===== src/rtl/alu_pkg.sv =====
// Shared opcode and state definitions for the alu_seq execute stage.
package alu_pkg;

  localparam logic [3:0] OP_ADD = 4'd0;
  localparam logic [3:0] OP_SUB = 4'd1;
  localparam logic [3:0] OP_AND = 4'd2;
  localparam logic [3:0] OP_OR  = 4'd3;
  localparam logic [3:0] OP_XOR = 4'd4;
  localparam logic [3:0] OP_INC = 4'd5;
  localparam logic [3:0] OP_DEC = 4'd6;
  localparam logic [3:0] OP_CMP = 4'd7;
  localparam logic [3:0] OP_SHL = 4'd8;
  localparam logic [3:0] OP_SHR = 4'd9;
  localparam logic [3:0] OP_MUL = 4'd10;

  // Opcodes at or above this value are illegal: done pulses, nothing else changes.
  localparam logic [3:0] OP_FIRST_ILLEGAL = 4'd11;

  typedef enum logic {
    ST_IDLE = 1'b0,
    ST_MUL  = 1'b1
  } state_t;

endpackage


===== src/rtl/alu_mul_seq.sv =====
// Shift-add multiply datapath: load latches operands, each step consumes one
// multiplier bit. product_nxt is the accumulator value after the current step,
// so the caller can capture the final product on the edge that completes it.
module alu_mul_seq #(
  parameter int WIDTH = 8
) (
  input  logic                 clk,
  input  logic                 rst,
  input  logic                 load,
  input  logic                 step,
  input  logic [WIDTH-1:0]     a,
  input  logic [WIDTH-1:0]     b,
  output logic                 last,
  output logic [2*WIDTH-1:0]   product_nxt
);

  localparam int CW = $clog2(WIDTH + 1);

  logic [2*WIDTH-1:0] mcand;
  logic [2*WIDTH-1:0] acc;
  logic [WIDTH-1:0]   mplier;
  logic [CW-1:0]      cnt;

  assign product_nxt = mplier[0] ? (acc + mcand) : acc;
  assign last        = (cnt == CW'(WIDTH - 1));

  // Operand latch on load, one shift-add iteration per step.
  always_ff @(posedge clk or posedge rst) begin
    if (rst) begin
      mcand  <= '0;
      acc    <= '0;
      mplier <= '0;
      cnt    <= '0;
    end else if (load) begin
      mcand  <= {{WIDTH{1'b0}}, a};
      acc    <= '0;
      mplier <= b;
      cnt    <= '0;
    end else if (step) begin
      acc    <= product_nxt;
      mcand  <= mcand << 1;
      mplier <= mplier >> 1;
      cnt    <= cnt + 1'b1;
    end
  end

endmodule


===== src/rtl/alu_seq.sv =====
// 8-bit execute stage: single-cycle ops complete one edge after accept, MUL
// runs WIDTH shift-add steps. All outputs are registered.
//
//   state   | meaning
//   --------+-------------------------------------------------
//   ST_IDLE | waiting for start; single-cycle ops complete here
//   ST_MUL  | multiply in progress, busy=1, start ignored
module alu_seq
  import alu_pkg::*;
#(
  parameter int WIDTH = 8
) (
  input  logic             clk,
  input  logic             rst,
  input  logic             start,
  input  logic [3:0]       op,
  input  logic [WIDTH-1:0] a,
  input  logic [WIDTH-1:0] b,
  output logic             busy,
  output logic             done,
  output logic [WIDTH-1:0] result,
  output logic             carry_out,
  output logic             flag_load,
  output logic             wb_en
);

  state_t state, state_nxt;

  logic             mul_load, mul_step, mul_last;
  logic [2*WIDTH-1:0] product_nxt;

  logic [WIDTH:0]   sum_ab, diff_ab;
  logic [WIDTH-1:0] sc_res;
  logic             sc_carry;

  logic [WIDTH-1:0] result_nxt;
  logic             carry_nxt, done_nxt, flag_nxt, wb_nxt;

  alu_mul_seq #(.WIDTH(WIDTH)) u_mul (
    .clk         (clk),
    .rst         (rst),
    .load        (mul_load),
    .step        (mul_step),
    .a           (a),
    .b           (b),
    .last        (mul_last),
    .product_nxt (product_nxt)
  );

  assign busy    = (state == ST_MUL);
  assign sum_ab  = {1'b0, a} + {1'b0, b};
  assign diff_ab = {1'b0, a} - {1'b0, b};

  // Single-cycle datapath; the top bit of diff_ab is the unsigned borrow.
  always_comb begin
    sc_res   = '0;
    sc_carry = 1'b0;
    case (op)
      OP_ADD: begin sc_res = sum_ab[WIDTH-1:0];  sc_carry = sum_ab[WIDTH];  end
      OP_SUB,
      OP_CMP: begin sc_res = diff_ab[WIDTH-1:0]; sc_carry = diff_ab[WIDTH]; end
      OP_AND: sc_res = a & b;
      OP_OR:  sc_res = a | b;
      OP_XOR: sc_res = a ^ b;
      OP_INC: begin sc_res = a + 1'b1; sc_carry = &a;  end
      OP_DEC: begin sc_res = a - 1'b1; sc_carry = ~|a; end
      OP_SHL: begin sc_res = {a[WIDTH-2:0], 1'b0}; sc_carry = a[WIDTH-1]; end
      OP_SHR: begin sc_res = {1'b0, a[WIDTH-1:1]}; sc_carry = a[0];       end
      default: ;
    endcase
  end

  // Next-state and next values for the output registers.
  always_comb begin
    state_nxt  = state;
    mul_load   = 1'b0;
    mul_step   = 1'b0;
    result_nxt = result;
    carry_nxt  = carry_out;
    done_nxt   = 1'b0;
    flag_nxt   = 1'b0;
    wb_nxt     = 1'b0;
    case (state)
      ST_IDLE: begin
        if (start) begin
          if (op == OP_MUL) begin
            mul_load  = 1'b1;
            state_nxt = ST_MUL;
          end else if (op >= OP_FIRST_ILLEGAL) begin
            done_nxt = 1'b1;
          end else begin
            result_nxt = sc_res;
            carry_nxt  = sc_carry;
            done_nxt   = 1'b1;
            flag_nxt   = 1'b1;
            wb_nxt     = (op != OP_CMP);
          end
        end
      end
      ST_MUL: begin
        mul_step = 1'b1;
        if (mul_last) begin
          state_nxt  = ST_IDLE;
          result_nxt = product_nxt[WIDTH-1:0];
          carry_nxt  = |product_nxt[2*WIDTH-1:WIDTH];
          done_nxt   = 1'b1;
          flag_nxt   = 1'b1;
          wb_nxt     = 1'b1;
        end
      end
      default: state_nxt = ST_IDLE;
    endcase
  end

  // State and output registers.
  always_ff @(posedge clk or posedge rst) begin
    if (rst) begin
      state     <= ST_IDLE;
      result    <= '0;
      carry_out <= 1'b0;
      done      <= 1'b0;
      flag_load <= 1'b0;
      wb_en     <= 1'b0;
    end else begin
      state     <= state_nxt;
      result    <= result_nxt;
      carry_out <= carry_nxt;
      done      <= done_nxt;
      flag_load <= flag_nxt;
      wb_en     <= wb_nxt;
    end
  end

endmodule


===== config.mk =====
export PLATFORM = sky130hd
export DESIGN_NAME = alu_seq
export DESIGN_NICKNAME = d
export VERILOG_FILES = /design/src/rtl/alu_pkg.sv /design/src/rtl/alu_mul_seq.sv /design/src/rtl/alu_seq.sv
export SDC_FILE = /design/constraint.sdc
export NUM_CORES = 1
export LEC_CHECK = 0
export BUFFER_PORTS_ARGS = -buffer_cell sky130_fd_sc_hd__buf_2
export CAP_MARGIN = 30
export CELL_PAD_IN_SITES_DETAIL_PLACEMENT = 0
export CELL_PAD_IN_SITES_GLOBAL_PLACEMENT = 1
export CORE_UTILIZATION = 47
export DETAILED_ROUTE_END_ITERATION = 8
export GPL_TIMING_DRIVEN = 0
export PLACE_DENSITY = 0.94
export RECOVER_POWER = 25
export SLEW_MARGIN = 5
export SYNTH_ARGS = -nofsm -noshare
export SYNTH_HDL_FRONTEND = slang
export SYNTH_SLANG_ARGS = --single-unit

===== constraint.sdc =====
create_clock -name clk -period 4.8 [get_ports clk]
set_input_delay 0.96 -clock clk [delete_from_list [all_inputs] [get_ports clk]]
set_output_delay 0.96 -clock clk [all_outputs]
set_load 0.02 [all_outputs]

# Word level (Yosys, flattened, before mapping)

Cells that the tools add are included.

Bits in registers: 57
Bits of input ports: 23

Add/sub/neg operators: 6
$lt $le $gt $ge: 1
Equality and inequality tests: 16
Mux-type cells: 39
Bitwise operators: 4
Reductions and logical operators: 8

Operators by type and width:

| kind                                                | number |
|---|---|
| two-way mux 16 bit                                  | 5 |
| one-hot mux 8 bit (9 select lines)                  | 1 |
| two-way mux 8 bit                                   | 6 |
| equality test 4 x 3 -> 1 bit, second input constant | 5 |
| two-way mux 1 bit                                   | 18 |
| adder 16 bit                                        | 1 |
| one-hot mux 8 bit (2 select lines)                  | 1 |
| OR reduction 8 bit                                  | 2 |
| equality test 4 bit, second input constant          | 3 |
| one-hot mux 1 bit (2 select lines)                  | 5 |
| adder 8 x 8 -> 9 bit                                | 1 |
| subtractor 8 x 8 -> 9 bit                           | 1 |
| adder 8 x 1 -> 8 bit, second input constant         | 1 |
| bitwise AND 8 bit                                   | 1 |
| equality test 4 x 2 -> 1 bit, second input constant | 2 |
| two-way mux 4 bit                                   | 2 |
| bitwise OR 8 bit                                    | 1 |
| AND reduction 8 bit                                 | 1 |
| subtractor 8 x 1 -> 8 bit, second input constant    | 1 |
| bitwise XOR 8 bit                                   | 1 |
| != test 2 bit, second input constant                | 3 |
| one-hot mux 1 bit (6 select lines)                  | 1 |
| adder 4 x 1 -> 4 bit, second input constant         | 1 |
| equality test 4 x 1 -> 1 bit, second input constant | 1 |
| 9 further kinds                                     | 9 |

# Logic depth before layout (Yosys ltp)

Depth in word-level cells: 7
Gate-level depth with buffers: 11
Mapped depth without buffers: 11

# Hierarchy

A second synthesis with hierarchy kept.

Cells, all modules: 615
Area, all modules: 5138.7 µm²

Modules (own cells, without submodules):

| module      | times used | cells an instance | area an instance (µm²) | seq. area each (µm²) |
|---|---|---|---|---|
| alu_mul_seq | 1          | 311               | 2897.8                 | 1101.1 |
| alu_seq     | 1          | 304               | 2240.9                 | 325.3 |

# Worst setup path before layout

Ideal clock, no wire load.

Path type: input -> register
Start: input a[3]
End: register result[6]
Data arrival time: 2761 ps
Setup slack: 1901 ps
Stages: 11
Buffers on the path: 1
Path through: clkbuf_1 -> inv_1 -> ha_1 -> inv_1 -> a21oi_1 -> o21bai_1 -> a21o_1 -> a21boi_0 -> o221ai_1 -> a21oi_1 -> o221ai_1

Longest elaborated chain between the ends: 6
Elaborated cells on any way between the ends: 9

Ends and longest elaborated chain:

| element                                                 | RTL line       | source |
|---|---|---|
| from (decl)                                             | alu_seq.sv:17  | `input logic [WIDTH-1:0] a,` |
| subtractor 8 x 1 -> 8 bit, or another cell as far along | alu_seq.sv:66  | `OP_DEC: begin sc_res = a - 1'b1; sc_carry = ~\|a; end` |
| one-hot mux 8 bit (9 select lines) (*)                  | alu_seq.sv:58  | `case (op)` |
| two-way mux 8 bit (*)                                   | alu_seq.sv:89  | `end else if (op >= OP_FIRST_ILLEGAL) begin` |
| two-way mux 8 bit (*)                                   | alu_seq.sv:86  | `if (op == OP_MUL) begin` |
| two-way mux 8 bit (*)                                   | alu_seq.sv:85  | `if (start) begin` |
| one-hot mux 8 bit (2 select lines) (*)                  | alu_seq.sv:83  | `case (state)` |
| to (signal assigned)                                    | alu_seq.sv:126 | `result <= result_nxt;` |
| to (decl)                                               | alu_seq.sv:21  | `output logic [WIDTH-1:0] result,` |

Every way passes the cells marked *; elsewhere a longest branch is shown, timed or not. The select of a mux whose other input is x is not followed.
A chain may end at the register's enable or synchronous reset.

# Final worst setup path

Start: input a[3]
End: register result[5]

The elaborated chain is that of the path after synthesis.

==> results.yml <==
synthesis:
  synth_nets: 677
  async_flop_share_pct: 100
  synth_cell_type_count: 63
  synthTopCellsByCount: "nand2_1, nor2_1, dfrtp_1, o21ai_0, a21oi_1"
  ys_warn_count: 0
  synth.most_common_cell: "nand2_1"
  ys_seq_elements: 57
  synth_edf_count: 0
  synthFlopType: "dfrtp_1"
  synth_cells: 610
  yosysTopAreaCellShare_pct: 29.6
  yosysSeqAreaShare_pct: 29.6
  synth_top_area_cell: "dfrtp_1"
  synth_area_leaders: "dfrtp_1, ha_1, o21ai_0"
  avgSynthCellArea_um2: 7.89
  syn_area_um2: 4810
global_route:
  gr-usage-all-layers_pct: 28.7
  overflow: 0
  grt_max_degree: 39
  grt_pass1_wl_mm: 23.2
  antenna_found_initial: 1
  grt_pass1_vias: 4576
worst_setup_path:
  reg2regPathDepth: 10
  critical_path.endpoint_type: "register"
  r2r-end: "carry_out"
  reg2reg_from: "u_mul.acc[0]"
  crit_start: "a[3]"
  ff2ff_setup_slack_ns: 1.97
  cp.arrival_ns: 3.68
  required_ns: 4.98
  cp_max_fo: 10
  path_class: "in2reg"
  cp-endpoint: "result[5]"
  start_kind: "primary input"
floorplanning:
  core_um2: 9860
  start_util_pct: 48.8
  dieArea_um2: 10600
  die_w_um: 103
  rows: 36
  pin_count: 36
  dieHeight_um: 103
sta:
  grt_setup_unrepaired: "no"
  skew_ns: 0.0146
  finalHoldViolations: 0
  fmax_mhz: 285
  slew_headroom_pct: -33.9
  finalSetupViolations: 0
  finalMaxSlewViolations: 39
  fin_crit_sh_pct: 73.0
  fin_setup_tns_ns: 0
  finalCriticalPeriod_ns: 3.50
  fin_ws_ns: 1.30
  worst_pin_slew_ns: 2.01
finish:
  drive_above_1_share_pct: 10.1
  multiInputGateArea_um2: 3140
  antenna_cells: 0
  seq_area_um2: 1430
  syn_to_final_growth_pct: 10.8
  nets: 723
  nFillCells: 919
worst_hold_path:
  worstHoldPathCells: 2
  hold_path.class: "reg2reg"
clock_tree:
  cts_resized: 0
  clock-sinks: 57
  htree_levels: 3
  clk_root_buffer_cell: "clkbuf_8"
  cts_hold_buf: 0
  cts_buffers: 9
  clock_path_buffers: 2
  postCtsSetupRepairBufs: 0
  clkTransAtPathRegs_ns: 0.07
  clkLatencyLatePin_ns: 0.34
  cts_tree: "done"
routing:
  drc: 0
  totalWireLength_mm: 14.4
  ant_nets: 0
  firstDrtPassIters: 5
  num_vias: 4854
  drt_iter0_drc: 366
  wl_per_cell_um: 18.2
  vias_per_cell: 6.11
power:
  vdd_drop_max_uv: 188
  p_per_area_nw_per_um2: 425
  p_leak_uw: 0.00240
place:
  routabilityCongestion: 0.941
  io_buffers: 33
  hpwl_mm: 11.2
  dp_slack_ns: 1.12
status:
  status: "complete, but fails checks"
  failed_checks: "max-capacitance violations, max-slew violations"
job:
  cap_violations: 1
==> final cells by class <==
class	instances	area share (%)
clock buffers	11	2.65
well taps	133	3.12
clock inverters	5	0.587
flip-flops and latches	57	26.8
inverters	30	2.11
multi-input cells	489	58.9
repair buffers	35	3.38
plain buffers	34	2.51
==> worst min path at each step <==
| stage | from | end | slack [ns] |
|---|---|---|---|
| after floorplan | u_mul.mplier[1] | u_mul.mplier[0] | 0.45 |
| after global placement | result[3] | result[3] | 0.46 |
| after detailed placement | result[3] | result[3] | 0.47 |
| after CTS | result[3] | result[3] | 0.48 |
| after global routing | u_mul.mplier[5] | u_mul.mplier[4] | 0.50 |
| final | result[3] | result[3] | 0.48 |
==> cells in the final DEF, fill, tap and decap left out, drive strengths merged, types with 3 or more instances in the layout <==
cell	n
nand4	6
a21oi	53
xnor2	15
buf	44
nand2b	11
and2	3
o22ai	8
and3	4
a221oi	4
a32o	3
nor2b	7
a211oi	7
o21bai	5
o211ai	6
nor3	17
o221ai	3
a21o	9
nand3	9
clkbuf	35
a22o	5
a32oi	5
mux2i	5
nand2	75
o21ai	57
clkinv	4
inv	30
dfrtp	57
nor2	61
xor2	6
fa	3
or3	3
a31oi	15
nor4	4
ha	41
o31ai	3
mux2	7
==> logic make-up after synthesis <==
| group | count (synthesis) | share of synthesized area [%] |
|---|---|---|
| compound gates | 203 | 26.7 |
| simple gates | 209 | 20.1 |
| xor+xnor | 21 | 3.82 |
| mux | 12 | 2.68 |
| fa+ha+maj | 44 | 11.9 |
| flops | 57 | 29.6 |
| buf+inv | 64 | 5.12 |
==> power breakdown <==
part | leakage [uW] | internal [uW] | total, uW | switching (uW)
Sequential | 0.000754 | 640 | 776 | 136
Clock | 0.0000891 | 199 | 400 | 201
Combinational | 0.00156 | 389 | 1090 | 701
==> critical path, stage by stage <==
cell and delay, ns:
buf_2 0.10, clkbuf_1 0.37, inv_1 0.16, ha_1 0.40
inv_1 0.09, a21oi_1 0.21, o21bai_1 0.12, a22o_1 0.19
a2111oi_0 0.91, o21ai_0 0.16
==> flip-flops by register name, indices dropped and copies added (netlist names) <==
| register | count |
|---|---|
| u_mul.acc | 16 |
| u_mul.mcand | 16 |
| result | 8 |
| u_mul.mplier | 8 |
| u_mul.cnt | 4 |
| busy | 1 |
| carry_out | 1 |
| done | 1 |
| flag_load | 1 |
| wb_en | 1 |
==> metrics by stage <==
stage | total power (uW) | instance area (um^2) | util [%] | cells | hold WS, ns
2_1_floorplan | 1520 | 4810 | - | 610 | 0.450
3_3_place_gp | 1820 | 5140 | 52.1 | 776 | 0.463
3_5_place_dp | 1850 | 5170 | 52.4 | 778 | 0.465
4_1_cts | 2260 | 5350 | 54.2 | 794 | 0.482
5_1_grt | 2440 | 5330 | 54.0 | 794 | 0.504
6_report | 2270 | 5330 | 54.0 | 794 | 0.475
==> layer usage <==
layer	GRT usage (%)	up-vias	routed length [um]
met1	37.9	2327	6350
met2	48.5	196	6800
met5	0	-	0
li1	-	2306	-
met3	4.50	25	1040
met4	9.10	0	236
(Power assumes the default switching activity.)
